## src/rtl/keypad_bcd_entry_pkg.sv

```systemverilog
// Shared types and constants for the keypad BCD entry block.
package keypad_bcd_entry_pkg;

    localparam int BCD_W = 4;
    localparam int KEY_N = 10;

    typedef enum logic [1:0] {
        S_IDLE  = 2'd0,
        S_PRESS = 2'd1,
        S_HELD  = 2'd2,
        S_REL   = 2'd3
    } state_t;

    // Keypad line to BCD digit: line 0 is digit 0, line i (i>=1) is digit 10-i.
    function automatic logic [BCD_W-1:0] line_to_bcd(input int idx);
        return (idx == 0) ? '0 : BCD_W'(10 - idx);
    endfunction

endpackage

```

## src/rtl/keypad_bcd_entry_prio_enc.sv

```systemverilog
// Combinational 10-line to BCD priority encoder; highest active line wins.
module key_prio_enc
    import keypad_bcd_entry_pkg::*;
(
    input  logic [KEY_N-1:0] lines,
    output logic [BCD_W-1:0] code,
    output logic             any
);

    // Ascending scan so the highest active line is written last and wins.
    always_comb begin
        code = '0;
        any  = |lines;
        for (int i = 0; i < KEY_N; i++) begin
            if (lines[i]) begin
                code = line_to_bcd(i);
            end
        end
    end

endmodule

```

## src/rtl/keypad_bcd_entry.sv

```systemverilog
// Keypad sampler: synchroniser, debounce FSM and calculator-style BCD entry register.
//
//   state   | meaning
//   --------+-----------------------------------------------------------
//   S_IDLE  | no key down, waiting for any line
//   S_PRESS | key seen, counting stable cycles of the same code
//   S_HELD  | key accepted, waiting for release (never re-accepts)
//   S_REL   | lines dropped, counting stable released cycles
//
// The debounce timer is a down-counter: it loads DEB_CYC-1 on the first
// stable cycle and the terminal count (zero) marks DEB_CYC stable cycles.
module keypad_bcd_entry
    import keypad_bcd_entry_pkg::*;
#(
    parameter  int NDIG    = 2,
    parameter  int DEB_CYC = 4,
    localparam int CW      = $clog2(NDIG + 1)
) (
    input  logic                clk,
    input  logic                rst,
    input  logic [KEY_N-1:0]    dig,
    input  logic                clr,
    output logic [BCD_W*NDIG-1:0] bcd,
    output logic [CW-1:0]       count,
    output logic                full,
    output logic                ovf,
    output logic                key_valid,
    output logic [BCD_W-1:0]    key_code
);

    localparam int            DW       = $clog2(DEB_CYC + 1);
    localparam logic [DW-1:0] DEB_LOAD = DW'(DEB_CYC - 1);
    localparam logic [CW-1:0] CNT_MAX  = CW'(NDIG);

    logic [KEY_N-1:0]      sync1;
    logic [KEY_N-1:0]      sd;
    logic [BCD_W-1:0]      enc_code;
    logic                  enc_any;
    state_t                state, state_next;
    logic [DW-1:0]         rem, rem_next;
    logic [BCD_W-1:0]      code_q, code_next;
    logic                  accept;
    logic [BCD_W*NDIG-1:0] shifted;

    // Two-flop synchroniser for the asynchronous keypad lines.
    always_ff @(posedge clk or posedge rst) begin
        if (rst) begin
            sync1 <= '0;
            sd    <= '0;
        end else begin
            sync1 <= dig;
            sd    <= sync1;
        end
    end

    key_prio_enc u_enc (
        .lines (sd),
        .code  (enc_code),
        .any   (enc_any)
    );

    // FSM state, debounce timer and latched candidate code.
    always_ff @(posedge clk or posedge rst) begin
        if (rst) begin
            state  <= S_IDLE;
            rem    <= '0;
            code_q <= '0;
        end else begin
            state  <= state_next;
            rem    <= rem_next;
            code_q <= code_next;
        end
    end

    // Debounce next-state logic; a code change mid-press restarts the timer.
    always_comb begin
        state_next = state;
        rem_next   = rem;
        code_next  = code_q;
        accept     = 1'b0;
        case (state)
            S_IDLE: begin
                if (enc_any) begin
                    state_next = S_PRESS;
                    rem_next   = DEB_LOAD;
                    code_next  = enc_code;
                end
            end
            S_PRESS: begin
                if (!enc_any) begin
                    state_next = S_IDLE;
                end else if (enc_code != code_q) begin
                    code_next = enc_code;
                    rem_next  = DEB_LOAD;
                end else if (rem == '0) begin
                    accept     = 1'b1;
                    state_next = S_HELD;
                end else begin
                    rem_next = rem - DW'(1);
                end
            end
            S_HELD: begin
                if (!enc_any) begin
                    state_next = S_REL;
                    rem_next   = DEB_LOAD;
                end
            end
            S_REL: begin
                if (enc_any) begin
                    state_next = S_HELD;
                end else if (rem == '0) begin
                    state_next = S_IDLE;
                end else begin
                    rem_next = rem - DW'(1);
                end
            end
            default: state_next = S_IDLE;
        endcase
    end

    generate
        if (NDIG == 1) begin : g_one
            assign shifted = code_q;
        end else begin : g_many
            assign shifted = {bcd[BCD_W*NDIG-BCD_W-1:0], code_q};
        end
    endgenerate

    // Entry register: shift in accepted digits, flag overflow when full; clr wins.
    always_ff @(posedge clk or posedge rst) begin
        if (rst) begin
            bcd       <= '0;
            count     <= '0;
            full      <= 1'b0;
            ovf       <= 1'b0;
            key_valid <= 1'b0;
            key_code  <= '0;
        end else begin
            key_valid <= 1'b0;
            if (accept) begin
                key_code <= code_q;
            end
            if (clr) begin
                bcd   <= '0;
                count <= '0;
                full  <= 1'b0;
                ovf   <= 1'b0;
            end else if (accept) begin
                if (count == CNT_MAX) begin
                    ovf <= 1'b1;
                end else begin
                    bcd       <= shifted;
                    count     <= count + CW'(1);
                    full      <= (count == CNT_MAX - CW'(1));
                    key_valid <= 1'b1;
                end
            end
        end
    end

endmodule

```

## config.mk

```make
export PLATFORM = sky130hd
export DESIGN_NAME = keypad_bcd_entry
export DESIGN_NICKNAME = d
export VERILOG_FILES = /design/src/rtl/keypad_bcd_entry_pkg.sv /design/src/rtl/keypad_bcd_entry_prio_enc.sv /design/src/rtl/keypad_bcd_entry.sv
export SDC_FILE = /design/constraint.sdc
export NUM_CORES = 1
export LEC_CHECK = 0
export CAP_MARGIN = 20
export CORE_MARGIN = 2
export CORE_UTILIZATION = 50
export CTS_BUF_LIST = sky130_fd_sc_hd__clkbuf_4
export DETAILED_ROUTE_END_ITERATION = 10
export PLACE_DENSITY_LB_ADDON = 0.25
export SETUP_SLACK_MARGIN = 0.1
export SLEW_MARGIN = 20
export SYNTH_ARGS = -nofsm -noshare
export SYNTH_HDL_FRONTEND = slang
export SYNTH_SLANG_ARGS = --single-unit
export TNS_END_PERCENT = 30
```

## constraint.sdc

```tcl
create_clock -name clk -period 2.6 [get_ports clk]
set_input_delay 0.52 -clock clk [delete_from_list [all_inputs] [get_ports clk]]
set_output_delay 0.52 -clock clk [all_outputs]
set_load 0.005 [all_outputs]
```

Word-level counts from Yosys, hierarchy flattened
Index checks and enable logic that the tools add are counted.
- bits in registers: 46
- word-level logic and storage cells: 86
- output and inout bits: 17
- input bits: 13
- reduce and logical (&&, ||, !) cells: 11
- add/sub/neg operators: 2
- equal/unequal tests: 15
- multiplexer cells: 47
- operator list (operator ; count):
    4-bit two-way mux ; 12
    8-bit two-way mux ; 3
    2-bit two-way mux ; 10
    3-bit two-way mux ; 6
    1-bit two-way mux ; 13
    2-bit != test (second input constant) ; 6
    3-bit one-hot mux with 4 select lines ; 1
    10-bit OR reduction ; 1
    3-bit != test (second input constant) ; 3
    2-bit one-hot mux with 4 select lines ; 1
    4-bit one-hot mux with 2 select lines ; 1
    4-bit AND reduction ; 2
    2-bit == test (second input constant) ; 3
    2-bit nonzero test ; 3
    5-bit AND reduction ; 1
    2-bit by 1-bit == test with 1-bit output (second input constant) ; 2
    4-bit != test ; 1
    2-bit AND reduction ; 2
    3-bit zero test ; 1
    3-bit by 1-bit subtractor with 3-bit output (second input constant) ; 1
    2-bit by 1-bit adder with 2-bit output (second input constant) ; 1
    2-bit zero test ; 1

Depth between registers and ports, before layout
- word-level depth: 15
- mapped depth: 8

Modules after synthesis
A second synthesis with hierarchy kept.
- cells, all modules: 162
- area, all modules: 2038.2 um2
- modules (own cells, without submodules) (module ; cells an instance ; seq. area each (um2) ; area each (um2) ; times used):
    keypad_bcd_entry ; 146 ; 1151.1 ; 1941.9 ; 1
    key_prio_enc ; 16 ; 0.0 ; 96.3 ; 1

Worst setup path before layout
Ideal clock, no wire load.
- kind: reg2reg
- from: reg sd[3]
- to: reg count[0]
- stages on the path, launching flop included: 8
- library setup time: 125 ps
- clock period less this slack: 2497 ps
- setup slack: 103 ps
- arrival: 2372 ps
- cell sequence: dfrtp_1 or4_4 or4_4 o31ai_2 o211a_4 and4b_1 buf_6 mux2_4
- cells in the longest elaborated chain, start to end: 13
- elaborated cells on any way between the ends: 14
- ends and longest elaborated chain (what ; RTL line ; source):
    start, declared ; keypad_bcd_entry.sv:36 ; logic [KEY_N-1:0] sd;
    start signal, assigned ; keypad_bcd_entry.sv:52 ; sd <= sync1;
    4-bit two-way mux (7 in series) ; keypad_bcd_entry_prio_enc.sv:15 ; if (lines[i]) begin
    4-bit != test ; keypad_bcd_entry.sv:92 ; end else if (enc_code != code_q) begin
    1-bit two-way mux ; keypad_bcd_entry.sv:92 ;
    1-bit two-way mux (*) ; keypad_bcd_entry.sv:90 ; if (!enc_any) begin
    1-bit two-way mux (*) ; keypad_bcd_entry.sv:81 ; case (state)
    2-bit nonzero test (no source line) (*) ; -- ;
    2-bit AND reduction (no source line) (*) ; -- ;
    end signal, assigned ; keypad_bcd_entry.sv:153 ; count <= count + CW'(1);
    end, declared ; keypad_bcd_entry.sv:24 ; output logic [CW-1:0] count,
Every way passes the cells marked *; elsewhere a longest branch is shown, timed or not.
A chain may end at the register's enable or synchronous reset.

Final worst setup path
- from: reg sd[8]
- to: reg count[1]
- cells in the longest elaborated chain, start to end: 8
- elaborated cells on any way between the ends: 9
- ends and longest elaborated chain (what ; RTL line):
    4-bit two-way mux (2 in series) ; keypad_bcd_entry_prio_enc.sv:15
    4-bit != test ; keypad_bcd_entry.sv:92
    1-bit two-way mux ; keypad_bcd_entry.sv:92
    1-bit two-way mux (*) ; keypad_bcd_entry.sv:90
    1-bit two-way mux (*) ; keypad_bcd_entry.sv:81
    2-bit nonzero test (no source line) (*) ; --
    2-bit AND reduction (no source line) (*) ; --
Marked as above.

==> metrics <==
GP Congestion=0.8155; ANT cells=0; unrepaired setup endpoints after global routing=false; clock sink count=46; Layout area overhead=23.17%; GR Util All Layers=0.1857; CP max stage delay=0.56 ns; final worst slack=0.1855 ns; hold_ws=0.3614 ns; Hold WC Path Type=register to register; Die Wd=67.73 um; internal power=948.9 uW; post-synthesis sequential area ratio=0.5669; CTS tree=done; initial antenna violation count=0; CP top delay family=simple AND/OR/NAND/NOR gates; Max Fclk=414.2 MHz; fin. max-slew vios=0; final cycle utilization of the critical path=0.9286; Hold Buf Count CTS=0; GR Util met1=0.2508; CP Class=register to register; H-tree Lvls=2; Root Driver=clkbuf_4; Hold Fails Final Rpt=0; GRT Residual Overflow=0; sequential share of power=0.599; clock slew at reported path FFs=0.13 ns; row count=23; min Tclk post-route=2.414 ns; Synth cell types=48; Starting Density=0.5151; clock network fraction of total power=0.247; remaining antenna violation count after routing=0; VDD IR max=0.4376 mV; GRT busiest layer=met2; yosys synthesis warning count=0; largest net degree at the start of global routing=47; Via density=5.620; Netlist Area Pre-Place=2031 um^2; dpl ws=-0.01775 ns; TritonCTS buffer count=5; port buffer count=29; met3 Use GR=0.04833; Slew HR=0.6233; Iter 0 DRT Violations=138; vias in the first global route=1,416; crit path max-delay cell type=or4_4; Top Ports=30; CTS Buffer Depth=2; DRC=0; worst-margin pin slew=0.5651 ns; CP Launch Type=register; worst skew pair latency=0.35 ns; Max-Cap Viols=0; clock skew=0.007548 ns; Total Wirelength=3.901 mm; outcome=finished, final reports clean; Avg WL per Cell=14.39 um; DIE AREA=4587 um^2; CP arrival=2.67 ns; global-route wire length before repair=6.341 mm; Die H=67.73 um; Max FO, Critical Path=7; DR vias=1,523; Lkg Pwr=1.097 nW; Setup-failing EPs final=0; combinational power share=0.154; Detailed Routing Iterations Pass 1=4; sw frac=0.2751; power per cell area=523.3 nW/um^2; cells along the critical path=or3_4, or4_4, o31ai_4, o211a_4, and4b_2, mux2_4; nets=237; Yosys reg bits=46; EDFF count, synth=0; core area=3943 um^2; Buf+Inv Stages, Crit Path=0; ys async rst share=1.000; CP required=2.85 ns; hpwl dp=2.802 mm; layout cell share with drive strength beyond 1=0.1719; GRT met2 Usage=0.2929; post-synth net total=196; dominant synthesized flop cell=dfrtp_1; Fillers=306; Switching Power=360.0 uW; Post-Synthesis Cells=179; syn avg cell area=11.34 um^2; Setup crit end kind=register
-- routing by layer --
layer  share of wire  routed length [um]  vias up
met5               0                   0        -
met4          0.0087                  34        0
met3           0.045                 175        4
met2            0.48                1883       52
met1            0.46                1807      752
li1                -                   -      715
-- worst paths after layout --
check,from,endpoint,slack (ns),depth (start not counted)
worst max register to register,sd[8],count[1],0.19,6
worst min register to register,sync1[1],sd[1],0.36,0
max in group asynchronous,rst,sync1[2],1.62,3
worst min-delay path,sync1[1],sd[1],0.36,0
min in group asynchronous,rst,key_code[3],0.60,3
worst max-delay path,sd[8],count[1],0.19,6
-- sequential cells by signal, summed over array words and instances (netlist names), 2 cells and up, named ones only --
register	count
sync1	10
code_q	4
sd	10
key_code	4
bcd	8
count	2
rem	3
-- timing repair --
action,4_1_cts,5_1_grt
endpoints found under the setup margin,12,14
gates cloned,0,0
buffers inserted,3,0
gates resized for setup,3,1
pin swaps,2,0
-- cells in the mapped netlist, drive strengths merged, types with 2 or more instances --
master   n  area (um^2)
clkbuf   2        7.510
nor4b    2        17.52
mux2     8        97.59
o31ai    3        27.52
a31oi    2        12.51
nand2   20        75.07
or4      2        22.52
dfrtp   46         1151
a21oi    4        20.02
nand4    2        12.51
buf      3        22.52
o21ai    7        35.03
mux2i    9        90.09
ha       4        50.05
nor4     2        12.51
nor2    18        67.56
nand2b   2        12.51
nor2b    2        12.51
and3     3        20.02
nor3     4        20.02
inv     10        37.54
nand3    3        15.01
or3      2        18.77
-- layout make-up --
| cell class | instances | area (um^2) | area share |
|---|---|---|---|
| flip-flops and latches | 46 | 1151 | 0.4602 |
| multi-input cells | 118 | 827.0 | 0.3307 |
| repair buffers | 39 | 369.1 | 0.1476 |
| well taps | 50 | 62.56 | 0.02501 |
| clock buffers | 5 | 37.54 | 0.01501 |
| inverters | 10 | 37.54 | 0.01501 |
| clock inverters | 3 | 16.27 | 0.006503 |
-- cells in the final DEF (no fill, tap or decap), drive strengths merged, types with 4 or more instances in the layout --
| cell | synthesis | layout |
|---|---|---|
| a21oi | 4 | 4 |
| buf | 3 | 10 |
| clkbuf | 2 | 5 |
| clkdlybuf4s50 | 0 | 29 |
| dfrtp | 46 | 46 |
| ha | 4 | 4 |
| inv | 10 | 9 |
| mux2 | 8 | 8 |
| mux2i | 9 | 9 |
| nand2 | 20 | 20 |
| nor2 | 18 | 18 |
| nor3 | 4 | 4 |
| o21ai | 7 | 7 |
-- power by group through the flow --
stage          sequential [mW]  combinational (mW)  clock (mW)
3_3_place_gp             0.795               0.180           0
3_5_place_dp             0.797               0.188           0
6_report                 0.784               0.202       0.324
5_1_grt                  0.790               0.224       0.358
4_1_cts                  0.783               0.199       0.332
2_1_floorplan            0.786               0.129           0
-- logic make-up after synthesis --
logic type / share of synthesized area
buf+inv: 0.03327
compound gates: 0.1054
simple gates: 0.1774
flops: 0.5668
mux: 0.09242
fa+ha+maj: 0.02465
-- stage by stage --
step | instances | util | total power [mW] | TNS (ns) | cell area, um^2
floorplan | 179 | - | 0.9151 | 0 | 2031
global placement | 260 | 0.6103 | 0.9752 | 0 | 2406
detailed placement | 260 | 0.6103 | 0.9852 | -0.02162 | 2406
CTS | 271 | 0.6331 | 1.314 | 0 | 2496
global route | 271 | 0.6344 | 1.371 | 0 | 2501
finish | 271 | 0.6344 | 1.309 | 0 | 2501
-- worst reg2reg max path, cell delays in order (launching register included) --
cell	delay, ns
dfrtp_1	0.47
or3_4	0.38
or4_4	0.56
o31ai_4	0.07
o211a_4	0.21
and4b_2	0.32
mux2_4	0.31
Note: power is estimated with default switching activity, not from simulation.
